<file path="src/rtl/alu_exec_unit.sv">
// alu_exec_unit: registered ALU stage with a valid/ready handshake on both sides.
// Ports:
//   clk, reset             rising-edge clock, asynchronous active-high reset
//   in_valid/in_ready      request handshake; alu_ctrl, src_a, src_b sampled on accept
//   out_valid/out_ready    result handshake; result, zero, illegal held until retired
// Optional feature: define ALU_EXEC_MULT_EN to add code 1000, an iterative
// shift-add unsigned multiply (one bit per cycle, WIDTH cycles in BUSY).
module alu_exec_unit #(
    parameter int WIDTH = 32
) (
    input  logic             clk,
    input  logic             reset,
    input  logic             in_valid,
    output logic             in_ready,
    input  logic [3:0]       alu_ctrl,
    input  logic [WIDTH-1:0] src_a,
    input  logic [WIDTH-1:0] src_b,
    output logic             out_valid,
    input  logic             out_ready,
    output logic [WIDTH-1:0] result,
    output logic             zero,
    output logic             illegal
);
    localparam logic [1:0] IDLE = 2'd0;
    localparam logic [1:0] FULL = 2'd1;
`ifdef ALU_EXEC_MULT_EN
    localparam logic [1:0] BUSY = 2'd2;
    localparam int         CW   = $clog2(WIDTH);
    localparam logic [CW-1:0] LAST = CW'(WIDTH - 1);
`endif

    logic [1:0]       state_q, state_d;
    logic [WIDTH-1:0] result_q, result_d;
    logic             zero_q, zero_d;
    logic             illegal_q, illegal_d;
    logic [WIDTH-1:0] alu_res;
    logic             alu_ill;
    logic             accept;
    logic             is_mul;

`ifdef ALU_EXEC_MULT_EN
    logic [WIDTH-1:0] mcand_q, mcand_d;
    logic [WIDTH-1:0] mplier_q, mplier_d;
    logic [WIDTH-1:0] acc_q, acc_d;
    logic [WIDTH-1:0] acc_step;
    logic [CW-1:0]    cnt_q, cnt_d;
    assign is_mul   = (alu_ctrl == 4'b1000);
    assign acc_step = mplier_q[0] ? acc_q + mcand_q : acc_q;
`else
    assign is_mul = 1'b0;
`endif

    // FULL only accepts when the held result is retired in the same edge.
    assign in_ready  = (state_q == IDLE) || (state_q == FULL && out_ready);
    assign accept    = in_valid && in_ready;
    assign out_valid = (state_q == FULL);
    assign result    = result_q;
    assign zero      = zero_q;
    assign illegal   = illegal_q;

    always_comb begin
        alu_res = '0;
        alu_ill = 1'b0;
        case (alu_ctrl)
            4'b0000: alu_res = src_a & src_b;
            4'b0001: alu_res = src_a | src_b;
            4'b0010: alu_res = src_a + src_b;
            4'b0110: alu_res = src_a - src_b;
            4'b0111: alu_res = {{(WIDTH-1){1'b0}}, ($signed(src_a) < $signed(src_b))};
            4'b1100: alu_res = ~(src_a | src_b);
            default: alu_ill = 1'b1;
        endcase
    end

    always_comb begin
        state_d   = state_q;
        result_d  = result_q;
        zero_d    = zero_q;
        illegal_d = illegal_q;
        if (accept && !is_mul) begin
            state_d   = FULL;
            result_d  = alu_res;
            zero_d    = (alu_res == '0);
            illegal_d = alu_ill;
        end else if (state_q == FULL && out_ready) begin
            state_d = IDLE;
        end
`ifdef ALU_EXEC_MULT_EN
        mcand_d  = mcand_q;
        mplier_d = mplier_q;
        acc_d    = acc_q;
        cnt_d    = cnt_q;
        if (accept && is_mul) begin
            state_d  = BUSY;
            mcand_d  = src_a;
            mplier_d = src_b;
            acc_d    = '0;
            cnt_d    = '0;
        end else if (state_q == BUSY) begin
            // One multiplier bit per cycle; the last step writes the product straight out.
            mcand_d  = mcand_q << 1;
            mplier_d = mplier_q >> 1;
            acc_d    = acc_step;
            cnt_d    = cnt_q + CW'(1);
            if (cnt_q == LAST) begin
                state_d   = FULL;
                result_d  = acc_step;
                zero_d    = (acc_step == '0);
                illegal_d = 1'b0;
            end
        end
`endif
    end

    always_ff @(posedge clk or posedge reset) begin
        if (reset) begin
            state_q   <= IDLE;
            result_q  <= '0;
            zero_q    <= 1'b0;
            illegal_q <= 1'b0;
`ifdef ALU_EXEC_MULT_EN
            mcand_q   <= '0;
            mplier_q  <= '0;
            acc_q     <= '0;
            cnt_q     <= '0;
`endif
        end else begin
            state_q   <= state_d;
            result_q  <= result_d;
            zero_q    <= zero_d;
            illegal_q <= illegal_d;
`ifdef ALU_EXEC_MULT_EN
            mcand_q   <= mcand_d;
            mplier_q  <= mplier_d;
            acc_q     <= acc_d;
            cnt_q     <= cnt_d;
`endif
        end
    end
endmodule
</file>
<file path="config.mk">
export PLATFORM = sky130hd
export DESIGN_NAME = alu_exec_unit
export DESIGN_NICKNAME = d
export VERILOG_FILES = /design/src/rtl/alu_exec_unit.sv
export SDC_FILE = /design/constraint.sdc
export NUM_CORES = 1
export LEC_CHECK = 0
export BUFFER_PORTS_ARGS = -buffer_cell sky130_fd_sc_hd__buf_2
export CAP_MARGIN = 10
export CORE_UTILIZATION = 25
export DETAILED_ROUTE_END_ITERATION = 8
export HOLD_SLACK_MARGIN = 0.05
export PLACE_DENSITY = 0.41
export SETUP_SLACK_MARGIN = 0.2
export SLEW_MARGIN = 5
export SYNTH_ARGS = -nofsm -noshare
export SYNTH_HDL_FRONTEND = slang
export SYNTH_SLANG_ARGS = --single-unit
</file>
<file path="constraint.sdc">
create_clock -name clk -period 2.53 [get_ports clk]
set_input_delay 0.6325 -clock clk [delete_from_list [all_inputs] [get_ports clk]]
set_output_delay 0.6325 -clock clk [all_outputs]
set_load 0.01 [all_outputs]
</file>
==> results of run 1 <==
[logic make-up after synthesis]
kind of cell	after synthesis	synth area share
flip-flops	35	0.1269
buffers and inverters	153	0.08684
multiplexers	19	0.03009
AND/OR/NAND/NOR	308	0.2215
XOR/XNOR	5	0.006345
adder cells (fa/ha/maj)	104	0.1907
AO/OA/AOI/OAI	333	0.3376
[how the worst max path moves through the flow]
stage	cells after the start	slack, ps	to
floorplan	13	-780	zero$_DFFE_PP0P_
global placement	17	-1640	zero$_DFFE_PP0P_
detailed placement	17	-1630	zero$_DFFE_PP0P_
CTS	17	-1070	zero$_DFFE_PP0P_
global route	16	-1190	zero$_DFFE_PP0P_
finish	16	-1070	zero$_DFFE_PP0P_
[per-stage QoR]
| stage | power (mW) | cells | instance area, um2 |
|---|---|---|---|
| finish | 4.173 | 1791 | 12480 |
| global route | 4.445 | 1791 | 12480 |
| CTS | 4.063 | 1777 | 12120 |
| detailed placement | 3.073 | 1737 | 11070 |
| global placement | 3.067 | 1737 | 11070 |
| floorplan | 1.839 | 957 | 7391 |
[repair_timing]
action / in CTS / in global routing
hold endpoints to repair: 0 / 0
setup endpoints to repair: 31 / 31
pin swaps: 59 / 52
buffers inserted: 32 / 14
gates resized for setup: 136 / 53
[layer usage]
| layer | vias to the layer above | wire length, um | global-route usage |
|---|---|---|---|
| li1 | 4515 | - | - |
| met1 | 4269 | 15240 | 0.3178 |
| met2 | 292 | 13920 | 0.3527 |
| met3 | 37 | 1667 | 0.02045 |
| met4 | 0 | 663 | 0.05771 |
| met5 | - | 0 | 0 |
[registers in the layout (all words and copies together) (netlist names)]
| name | count |
|---|---|
| illegal | 1 |
| zero | 1 |
| state_q | 1 |
| result | 32 |
[cell usage after synthesis (4+ instances only)]
library cell  number  area share
ha_1             102        0.18
inv_1             93       0.051
nor2_1            92       0.050
a21oi_1           80       0.058
nand2_1           74       0.040
o21ai_0           57       0.041
clkbuf_1          41       0.022
dfrtp_1           35        0.13
nor3_1            25       0.018
nor4_1            20       0.018
a221o_1           18       0.026
a221oi_1          15       0.019
nand3_1           15       0.011
a211oi_1          14       0.015
buf_2             14       0.010
mux2_2            14       0.023
o31ai_1           13       0.014
a22oi_1           12       0.013
o211ai_1          12       0.013
nand4_1           11       0.010
a21o_1            10       0.011
nor2b_1           10      0.0091
or3_1              9      0.0082
a31oi_1            8      0.0073
o21a_1             8      0.0087
o21bai_1           8      0.0087
nand2b_1           7      0.0063
o221ai_1           7      0.0089
o22ai_1            7      0.0063
and2_1             6      0.0054
a2111oi_0          5      0.0063
a41oi_1            5      0.0063
mux2i_1            5      0.0073
nor3b_1            5      0.0054
o2111ai_1          5      0.0063
o22a_1             5      0.0063
a211o_1            4      0.0051
and3_1             4      0.0036
nand3b_1           4      0.0044
nor4b_1            4      0.0051
o21ai_1            4      0.0029
o31a_1             4      0.0051
xnor2_1            4      0.0051
[power groups by stage]
stage	Clock, mW	Combinational [mW]	Sequential, mW
floorplan	0	1.09	0.752
global placement	0	2.36	0.709
detailed placement	0	2.36	0.710
CTS	0.716	2.65	0.700
global route	0.733	3.00	0.711
finish	0.695	2.78	0.699
[worst max-delay path, stage by stage]
cell	delay, ps
buf_8	100
buf_6	110
ha_4	150
fa_2	380
o21bai_4	200
a211oi_4	120
buf_4	160
a221oi_4	280
nor2_2	100
o21a_4	250
a221o_1	330
a21oi_2	220
nand4_1	150
nor4_2	230
and4_1	240
a32o_1	160
[layout make-up]
| class | instances | area, um2 | area share |
|---|---|---|---|
| inverters | 94 | 405.4 | 0.03247 |
| clock buffers | 5 | 125.1 | 0.01002 |
| multi-input cells | 769 | 6520 | 0.5223 |
| clock inverters | 3 | 43.79 | 0.003508 |
| repair buffers | 544 | 4086 | 0.3274 |
| flip-flops and latches | 35 | 875.8 | 0.07016 |
| well taps | 341 | 426.7 | 0.03418 |
==> flow_results.org, run 1 <==
** Run status
- Status :: finished, violations left
- Violated checks :: setup timing

** Synth
- Post-Synthesis Net Count :: 1133
- Syn_area_per_cell :: 7.212 um2
- Synth Instances :: 957
- Number of distinct library cells after synthesis :: 85
- The most used flip-flop cell after synthesis is dfrtp_1.
- For this run, the number of Yosys warnings is 0.
- For this run, asynchronously set or reset flops after synthesis account for 1.000.
- For this run, the register share of the synthesized area comes to 0.1269.
- The synthesized netlist occupies a cell area of 6902 um2.
- After synthesis the netlist holds a flip-flop and latch count of 35.
- Number of enable-type register cells in the synthesized netlist :: 0

** Route
- The count of nets left with antenna violations once routing finished came out at 0.
- Dividing the detail-routed wire length by the instance count gives 17.58 um.
- In the routed layout, each cell is associated on average with a via count of 5.088.
- Via count :: 9113
- Summed over all layers, the routed wires come to 31490 um.
- The first detailed-routing pass ran for 4 iterations.
- For this run, design rule violations remaining after detail routing come to 0.
- First DRT Iteration DRCs :: 531

** Clocking
- Clock-pin slew was measured on the worst setup and hold paths at 50 ps.
- For this design, the sink count on the clock tree is 35.
- Number of buffers added to fix hold violations after cts :: 0
- TritonCTS clock tree :: done
- Counting along the longest clock path gives a buffer depth of 2.
- Num CTS Buffers :: 5
- The later pin in the worst-skew pair is clocked with a latency of 280 ps.
- The H-tree was split into 2 levels.
- Clock tree synthesis selected as its root buffer the cell clkbuf_16.

** Global routing
- The via count of the first global-routing pass was 9018.
- The first global-routing pass estimated 49610 um of wire.
- For this run, the total global-route usage over all layers was measured as 0.2214.
- Entering global routing, the biggest net connects 52 pins.
- The initial antenna violation count is 0.
- Global route overflow :: 0

** Power and ir drop
- Power density normalized to cell area :: 334.3 nW/um2
- Internal power comes to 2.516 mW.
- Switching power summed over all nets :: 1.657 mW
- Of the total power, the clock network draws 0.167.
- Sequential Power Share :: 0.168
- Of the total power, the share spent switching nets is 0.3970.
- Worst IR drop on VDD :: 0.3016 mV
- For this design the static power due to leakage is 5.989 nW.
- The share of total power dissipated in combinational logic is 0.666.

** Finish
- Final core utilization :: 0.4619
- In the final layout, the share of cells above drive strength 1 is 0.5014.
- Most used cells in the layout excluding fill and tap cells :: 399 x buf_4, 98 x buf_2, 89 x nor2_1, 86 x ha_1, 75 x inv_1
- FILL cells :: 2725
- Total Nets Final :: 1625
- The number of antenna diodes in the final layout is 0.
- The library cell used most frequently in the layout, excluding fill and tap cells, is buf_4.
- The area growth from synthesis to layout is 80.87%.

** Timing
- Setup slack on the critical path of the routed design comes to -1074 ps.
- Summed over all failing endpoints, the final setup total negative slack is -16290 ps.
- Measured against its own limit, the worst slew margin works out to 0.5914.
- Setup violations remaining at the end of the flow were counted as 27.
- Of the available clock period, the critical path in the final layout requires 1.425.
- Tightest hold margin :: 443.9 ps
- Count of pins over their slew limit :: 0
- Setup clock skew after layout :: 3.100 ps
- Maximum clock rate :: 0.2774 GHz
- Post-route minimum period :: 3604 ps
- Unrepaired setup endpoints after global routing :: true
- Count of final hold-check violations :: 0
- Slew at the pin with the worst max-slew slack :: 607.8 ps

** Placement
- Weighted congestion at the end of routability-driven global placement :: 0.9143
- Before CTS, the worst setup slack after placement is -1626 ps.
- After legalization and detailed placement, the total HPWL measured 26000 um.
- Number of port buffers :: 107

** Setup path
- STA classifies the critical path startpoint as a primary input.
- Worst setup path startpoint :: src_b[0]
- The number of cells on the worst reg-to-reg path is 13.
- The startpoint identified for the worst register-to-register timing path is state_q[0]$_DFFE_PP0P_.
- At the worst endpoint, the required time is 2750 ps.
- Worst EP arrival :: 3820 ps
- The worst register-to-register path has a setup slack of -220 ps.
- The critical path is of the primary input to register type.
- Along the worst path, the maximum fanout reaches 3.
- The worst setup path is captured at a register.
- Capturing point of the worst reg2reg path :: zero$_DFFE_PP0P_

** Worst hold path
- The tightest min-delay check is of the primary input to asynchronous set/reset pin type.

** Run
- Number of max-cap violations :: 0

** Die
- DIE AREA :: 28270 um2
- Die height :: 168.2 um
- FP Rows :: 60
- The die is 168.2 um wide.
- Floorplan core area :: 27030 um2
- Initial Util :: 0.2554
- 108 I/O pins were placed.
No activity file was read; power rests on OpenSTA's default activity.
==> inputs of run 2 (changes only) <==
--- a/config.mk
+++ b/config.mk
@@ -10,7 +10,7 @@
 export CORE_UTILIZATION = 25
 export DETAILED_ROUTE_END_ITERATION = 8
 export HOLD_SLACK_MARGIN = 0.05
-export PLACE_DENSITY = 0.41
+export PLACE_DENSITY = 0.45
 export SETUP_SLACK_MARGIN = 0.2
 export SLEW_MARGIN = 5
 export SYNTH_ARGS = -nofsm -noshare
==> flow_results.org, run 2 (synthesis gave the netlist of run 1 again) <==
** Finish
- The number of fillers in the final layout is 2699 (-0.95%).
- Leaving out fill and tap cells, the most frequent cell in the layout is buf_4.
- The share of final-layout standard cells stronger than drive strength 1 was 0.5024 (+0.001043).
- The library cells used most frequently in the layout, excluding fill and tap cells, are 401 x buf_4, 98 x buf_2, 89 x nor2_1, 86 x ha_1, 73 x inv_1.
- Layout-stage area growth over the synthesis result :: 79.50%
- The flip-flop count of the largest register, all copies and words added was 32 (unchanged).
- The number of nets in the layout was 1620 (-0.31%).
- Antenna diode count :: 0 (unchanged)

** Setup path
- The worst setup path is captured at a register.
- Worst setup path startpoint :: src_a[1]
- Critical path startpoint category :: primary input
- The worst register-to-register path begins at state_q[0]$_DFFE_PP0P_.
- The worst endpoint data arrival time came to 3840 ps (+20 ps).
- Crit path kind :: primary input to register
- The maximum fanout count along the critical path is 4 (+1).
- The critical path required time is 2740 ps (about the same).

** Timing
- Setup clock skew after layout :: 2.013 ps (-1.088 ps)
- Worst max-slew margin expressed relative to the limit :: 0.5069 (-0.08450)
- Tightest hold margin :: 446.1 ps (+2.224 ps)
- Setup repair after global routing could not meet its margin everywhere.
- Ratio of final minimum period to clock period :: 1.435 (+0.01022)
- Count of final hold-check violations :: 0 (unchanged)
- The max-slew violation count was 0 (unchanged).
- The setup violation total in the final timing report was 27 (unchanged).
- Slew at the pin with the worst max-slew slack :: 738.6 ps (+130.8 ps)
- The time the worst path needs with I/O delays and setup is 3630 ps (+25.85 ps).
- The slack of the critical path came to -1100 ps (-25.85 ps).
- Maximum clock rate :: 0.2755 GHz (-0.71%)

** Run
- The number of max-capacitance violations reported came to 0 (unchanged).

** Die
- Floorplan core area :: 27030 um2 (unchanged)
- The I/O pin count came to 108 (unchanged).
- FP Rows :: 60 (unchanged)
- The y dimension of the die was 168.2 um (unchanged).
- The die span in x came to 168.2 um (unchanged).
- The overall die area is 28270 um2 (unchanged).
- Initial Util :: 0.2554 (unchanged)

** Clocking
- Num CTS Buffers :: 5 (unchanged)
- Max Root-Sink Buffers :: 2 (unchanged)
- The clock insertion delay at the later pin of the skew report came to 280 ps (about the same).
- H-tree depth :: 2 (unchanged)
- The number of hold-repair buffers added at the cts stage was 0 (unchanged).
- The post-CTS clock slew at the launch and capture registers of the worst setup and hold paths was 50 ps (about the same).
- # clock sinks :: 35 (unchanged)
- The cell sitting at the root of the clock tree is a clkbuf_16.
- TritonCTS clock tree :: done

** Power and ir drop
- The maximum vdd drop is 0.2275 mV (-25%).
- Static leakage :: 5.946 nW (-0.71%)
- The ratio of total power to cell area came to 329.6 nW/um2 (-1.4%).

** Placement
- The routability-driven placement congestion ratio came to 0.9167 (+0.26%).
- The count of input and output buffers came to 107 (unchanged).
- The worst slack after detailed placement is -1679 ps (-53.16 ps).
- The estimated wirelength of the detail-placed design came to 25940 um (-0.25%).

** Route
- Total length of routed met3 wires :: 1697 um (+1.8%)
- The number of DRC markers in iteration 0 was 727 (+37%).
- The count of antenna-violating nets left after detailed routing came to 0 (unchanged).
- The DRC violations left came to 0 (unchanged).
- Total detailed-routing wirelength :: 31500 um (about the same)
- Top layer used by detailed routing :: met4
- Sum of routed wire segments on met1 :: 15380 um (+0.93%)
- Via count :: 9146 (+0.36%)
- The average detailed-routed wire length per instance came to 17.63 um (+0.31%).
- The number of detailed-routing iterations run before antenna repair is 6 (+2).
- Met2 WL post-DR :: 13790 um (-0.92%)
- The number of vias per cell after detailed routing came to 5.121 (+0.64%).

** Run status
- Status :: finished, violations left
- The checks that failed: setup timing.

** Global routing
- The initial antenna violation count was 0 (unchanged).
- Gr usage total :: 0.2190 (-0.002436)
- Via count of the first global-routing pass :: 9054 (+0.40%)
- Global route overflow :: 0 (unchanged)
- The largest net degree at the start of global routing was 52 (unchanged).
- The global-route wire length before repair was 49090 um (-1.0%).

** Worst hold path
- The path class of the tightest hold or removal check is primary input to asynchronous set/reset pin.
==> run 2: cell count changes in the layout (fill, tap and decap cells not counted), sizes merged <==
cell / change
bufinv: -1
clkinv: -2
clkbuf: +4
buf: -6
==> run 2: area by class of cell <==
type                       instances  area [um2]  area share
multi-input combinational        769        6543      0.5281
timing repair buffer             539        3984      0.3216
sequential                        35       875.8     0.07070
tap                              341       426.7     0.03444
inverter                          94       402.9     0.03252
clock buffer                       8       156.4     0.01263
==> run 2: final timing paths <==
check                                    endpoint  slack [ps]  cells after the start
setup / recovery                 zero$_DFFE_PP0P_       -1100                     16
hold / removal              result[1]$_DFFE_PP0P_         450                      3
setup reg to reg                 zero$_DFFE_PP0P_        -240                     14
hold reg to reg            result[15]$_DFFE_PP0P_         470                      2
max in group asynchronous  result[25]$_DFFE_PP0P_        1770                      3
min in group clk           result[15]$_DFFE_PP0P_         470                      2
==> run 2: power by group <==
group / switching (mW) / internal [mW] / leakage (nW)
Combinational: 1.38 / 1.38 / 5.42
Clock: 0.210 / 0.418 / 0.0772
Sequential: 0.0455 / 0.653 / 0.447
==> run 2: metal layers <==
metal	track usage	vias up
met1	0.3090	4314
li1	-	4505
met4	0.05692	0
met3	0.02586	48
met2	0.3513	279
met5	0	-
==> run 2: critical path, stage by stage <==
cell        delay, ps
buf_8              80
clkinvlp_4        130
fa_2              450
buf_6             140
o21bai_4          170
a211oi_4          110
buf_4             160
a221oi_4          310
nor2_2             90
o21a_4            230
a221o_1           330
a21oi_2           220
nand4_1           150
nor4_2            240
and4_1            250
a32o_1            160
==> run 2: through the flow <==
stage	instances	cell area [um2]	total power, mW	util	setup TNS [ps]
finish	1786	12390	4.083	0.4584	-16880
global route	1786	12390	4.349	0.4584	-19660
CTS	1774	12020	3.960	0.4446	-15600
detailed placement	1742	11050	3.071	0.4090	-28090
global placement	1742	11050	3.061	0.4090	-27490
floorplan	957	7391	1.839	-	-7568
==> run 2: timing repair <==
item                       4_1_cts  5_1_grt
setup endpoints to repair       30       31
resized for setup              129       61
buffers inserted                24       12
pin swaps                       52       45
==> inputs of run 3 (changes only) <==
==> constraint.sdc (replaced) <==
create_clock -name clk -period 3.1 [get_ports clk]
set_input_delay 0.775 -clock clk [delete_from_list [all_inputs] [get_ports clk]]
set_output_delay 0.775 -clock clk [all_outputs]
set_load 0.01 [all_outputs]
==> flow_results.org, run 3 (synthesis gave the netlist of run 1 again) <==
** Die
- DIE AREA :: 28270 um2 (unchanged)
- The I/O pin count is 108 (unchanged).
- Die Span X :: 168.2 um (unchanged)
- Initial Util :: 0.2554 (unchanged)
- The number of core rows was 60 (unchanged).
- Floorplan core area :: 27030 um2 (unchanged)
- The y dimension of the die came to 168.2 um (unchanged).

** Route
- The number of DRC markers in iteration 0 was 669 (-8.0%).
- The count of antenna-violating nets left after detailed routing came to 0 (unchanged).
- The number of detailed-routing iterations run before antenna repair was 5 (-1).
- Total detailed-routing wirelength :: 31100 um (-1.3%)
- Vias per Instance :: 5.110 (-0.21%)
- Routed wirelength normalized by instance count :: 17.49 um (-0.82%)
- The overall via count from detail_route came to 9086 (-0.66%).
- The DRC violations left was 0 (unchanged).

** Run
- The number of max-capacitance violations reported was 0 (unchanged).

** Timing
- The slew at the pin with the worst max-slew slack was 667.0 ps (-71.61 ps).
- Setup Total Neg Slack :: -5786 ps (+11100 ps)
- Post-route minimum period :: 3744 ps
- Crit path setup slack, layout :: -643.8 ps (+456.4 ps)
- Worst max-slew margin expressed relative to the limit :: 0.5553 (+0.04848)
- Final count of negative-setup-slack endpoints :: 20 (-26%)
- Static timing analysis puts the maximum clock frequency at 0.2671 GHz.
- Count of final hold-check violations :: 0 (unchanged)
- Setup clock skew after layout :: 3.683 ps (+1.670 ps)
- The max-slew violation count came to 0 (unchanged).
- Unrepaired setup endpoints after global routing :: true
- Ratio of final minimum period to clock period :: 1.208

** Clocking
- # clock sinks :: 35 (unchanged)
- Root buffer selected by CTS :: clkbuf_16
- The number of buffers created by CTS is 5 (unchanged).
- Max Root-Sink Buffers :: 2 (unchanged)
- The post-CTS clock slew at the launch and capture registers of the worst setup and hold paths was 50 ps (about the same).
- TritonCTS built the clock tree.
- H-tree depth :: 2 (unchanged)
- The number of hold-repair buffers added at the cts stage is 0 (unchanged).
- Worst-skew pair later-pin latency :: 280 ps (about the same)

** Setup path
- The critical path is of the primary input to register type.
- The number of cells on the worst reg-to-reg path is 14 (unchanged).
- Reg-to-reg critical path startpoint :: state_q[0]$_DFFE_PP0P_
- The maximum fanout count along the critical path is 3 (-1).
- The worst endpoint data arrival time was 3960 ps (+120 ps).
- The worst setup path is captured at a register.
- In this run the critical register-to-register path is captured at zero$_DFFE_PP0P_.
- The internal reg-to-reg setup slack is 360 ps (+600 ps).
- STA classifies the critical path startpoint as a primary input.
- The critical path required time came to 3310 ps (+570 ps).

** Global routing
- The largest net degree at the start of global routing came to 52 (unchanged).
- Gr usage total :: 0.2175 (-0.001426)
- Initial antenna violation count :: 0 (unchanged)
- The global-route wire length before repair came to 48810 um (-0.58%).
- Global route overflow :: 0 (unchanged)
- Via count of the first global-routing pass :: 8888 (-1.8%)

** Worst hold path
- Hold Crit Depth :: 1
- End point of the most critical hold path :: result[6]$_DFFE_PP0P_
- Worst hold start :: result[6]$_DFFE_PP0P_
- In this run the worst hold path is classified as register to register.

** Finish
- Most used cells in the layout excluding fill and tap cells :: 395 x buf_4, 97 x buf_2, 87 x nor2_1, 85 x ha_1, 71 x nand2_1
- Total Nets Final :: 1612 (-0.49%)
- The number of antenna cells inserted came to 0 (unchanged).
- The library cell used most frequently in the layout, excluding fill and tap cells, is buf_4.
- FF+latch area :: 875.8 um2 (unchanged)
- Multi-input gate area in the final layout :: 6538 um2 (about the same)
- Post-route cell area :: 12350 um2 (-0.32%)
- Final cell count without fillers :: 1778 (-0.45%)
- The number of fillers in the final layout is 2735 (+1.3%).
- Max reg flops :: 32 (unchanged)
- Layout-stage area growth over the synthesis result :: 78.92%
- Fraction of final layout cells with drive strength greater than 1 :: 0.5038 (+0.001405)

** Power and ir drop
- Static leakage :: 5.889 nW (-0.96%)
- The ratio of total power to cell area is 267.5 nW/um2 (-19%).
- The maximum vdd drop was 0.2217 mV (-2.6%).

** Run status
- Violated checks :: setup timing
- The flow ran to the end, but the final reports show violations.

** Placement
- The total placed instance area is 10870 um2 (-1.6%).
- Number of port buffers :: 107 (unchanged)
- The total instance count after detailed placement came to 1722 (-1.1%).
- Weighted congestion at the end of routability-driven global placement :: 0.9224 (+0.62%)
- Sum of net half-perimeters after detailed placement :: 25370 um (-2.2%)
- Post-Place Setup Slack :: -1280 ps (+399.5 ps)
run 3: cell types whose count changed in the layout (fill, tap and decap cells not counted), sizes merged:
cell    delta
buf        -7
clkbuf     -4
clkinv     +3
run 3: final cells by class:
| type | instances | share of cell area |
|---|---|---|
| multi-input combinational | 769 | 0.5294 |
| inverter | 94 | 0.03283 |
| sequential | 35 | 0.07093 |
| clock inverter | 3 | 0.001216 |
| timing repair buffer | 531 | 0.3209 |
| clock buffer | 5 | 0.01013 |
| tap | 341 | 0.03455 |
run 3: power by group:
group	leakage (nW)	internal (mW)	switching (mW)	total [mW]
Combinational	5.37	1.14	1.12	2.26
Sequential	0.447	0.533	0.0399	0.573
Clock	0.0733	0.293	0.180	0.473
run 3: per-layer routing:
metal | part of all wire | global-route usage | vias to the layer above
met5 | 0 | 0 | -
met2 | 0.44 | 0.3446 | 297
met3 | 0.049 | 0.01504 | 49
met4 | 0.024 | 0.05850 | 0
met1 | 0.49 | 0.3162 | 4250
li1 | - | - | 4490
run 3: worst max-delay path: stages:
cell        delay (ps)
buf_8               80
clkinvlp_4         140
ha_4               290
o21ba_4            200
or4_4              460
a21oi_4            180
nor4_2              70
buf_4              150
or2_1              210
buf_4              130
a221o_1            300
a21oi_2            120
buf_4              120
nand2_1             60
nor4_2             240
and4_1             250
a32o_1             170
run 3: metrics by stage:
stage	utilization	hold slack, ps	power (mW)
final	0.4569	469.3	3.304
after global routing	0.4569	491.6	3.518
after floorplan	-	516.2	1.478
after detailed placement	0.4024	465.1	2.480
after global placement	0.4024	455.7	2.474
after CTS	0.4400	476.8	3.181
run 3: worst max-delay path by stage:
stage                   from                to  slack [ps]
CTS                 src_a[1]  zero$_DFFE_PP0P_        -640
detailed placement  src_b[0]  zero$_DFFE_PP0P_       -1280
floorplan           src_b[1]  zero$_DFFE_PP0P_        -350
global route        src_a[1]  zero$_DFFE_PP0P_        -800
global placement    src_b[0]  zero$_DFFE_PP0P_       -1280
finish              src_a[1]  zero$_DFFE_PP0P_        -640
run 3: repair_timing:
action / 4_1_cts / 5_1_grt
setup endpoints to repair: 25 / 26
setup buffers: 26 / 22
pin swaps: 65 / 37
resized for setup: 156 / 57
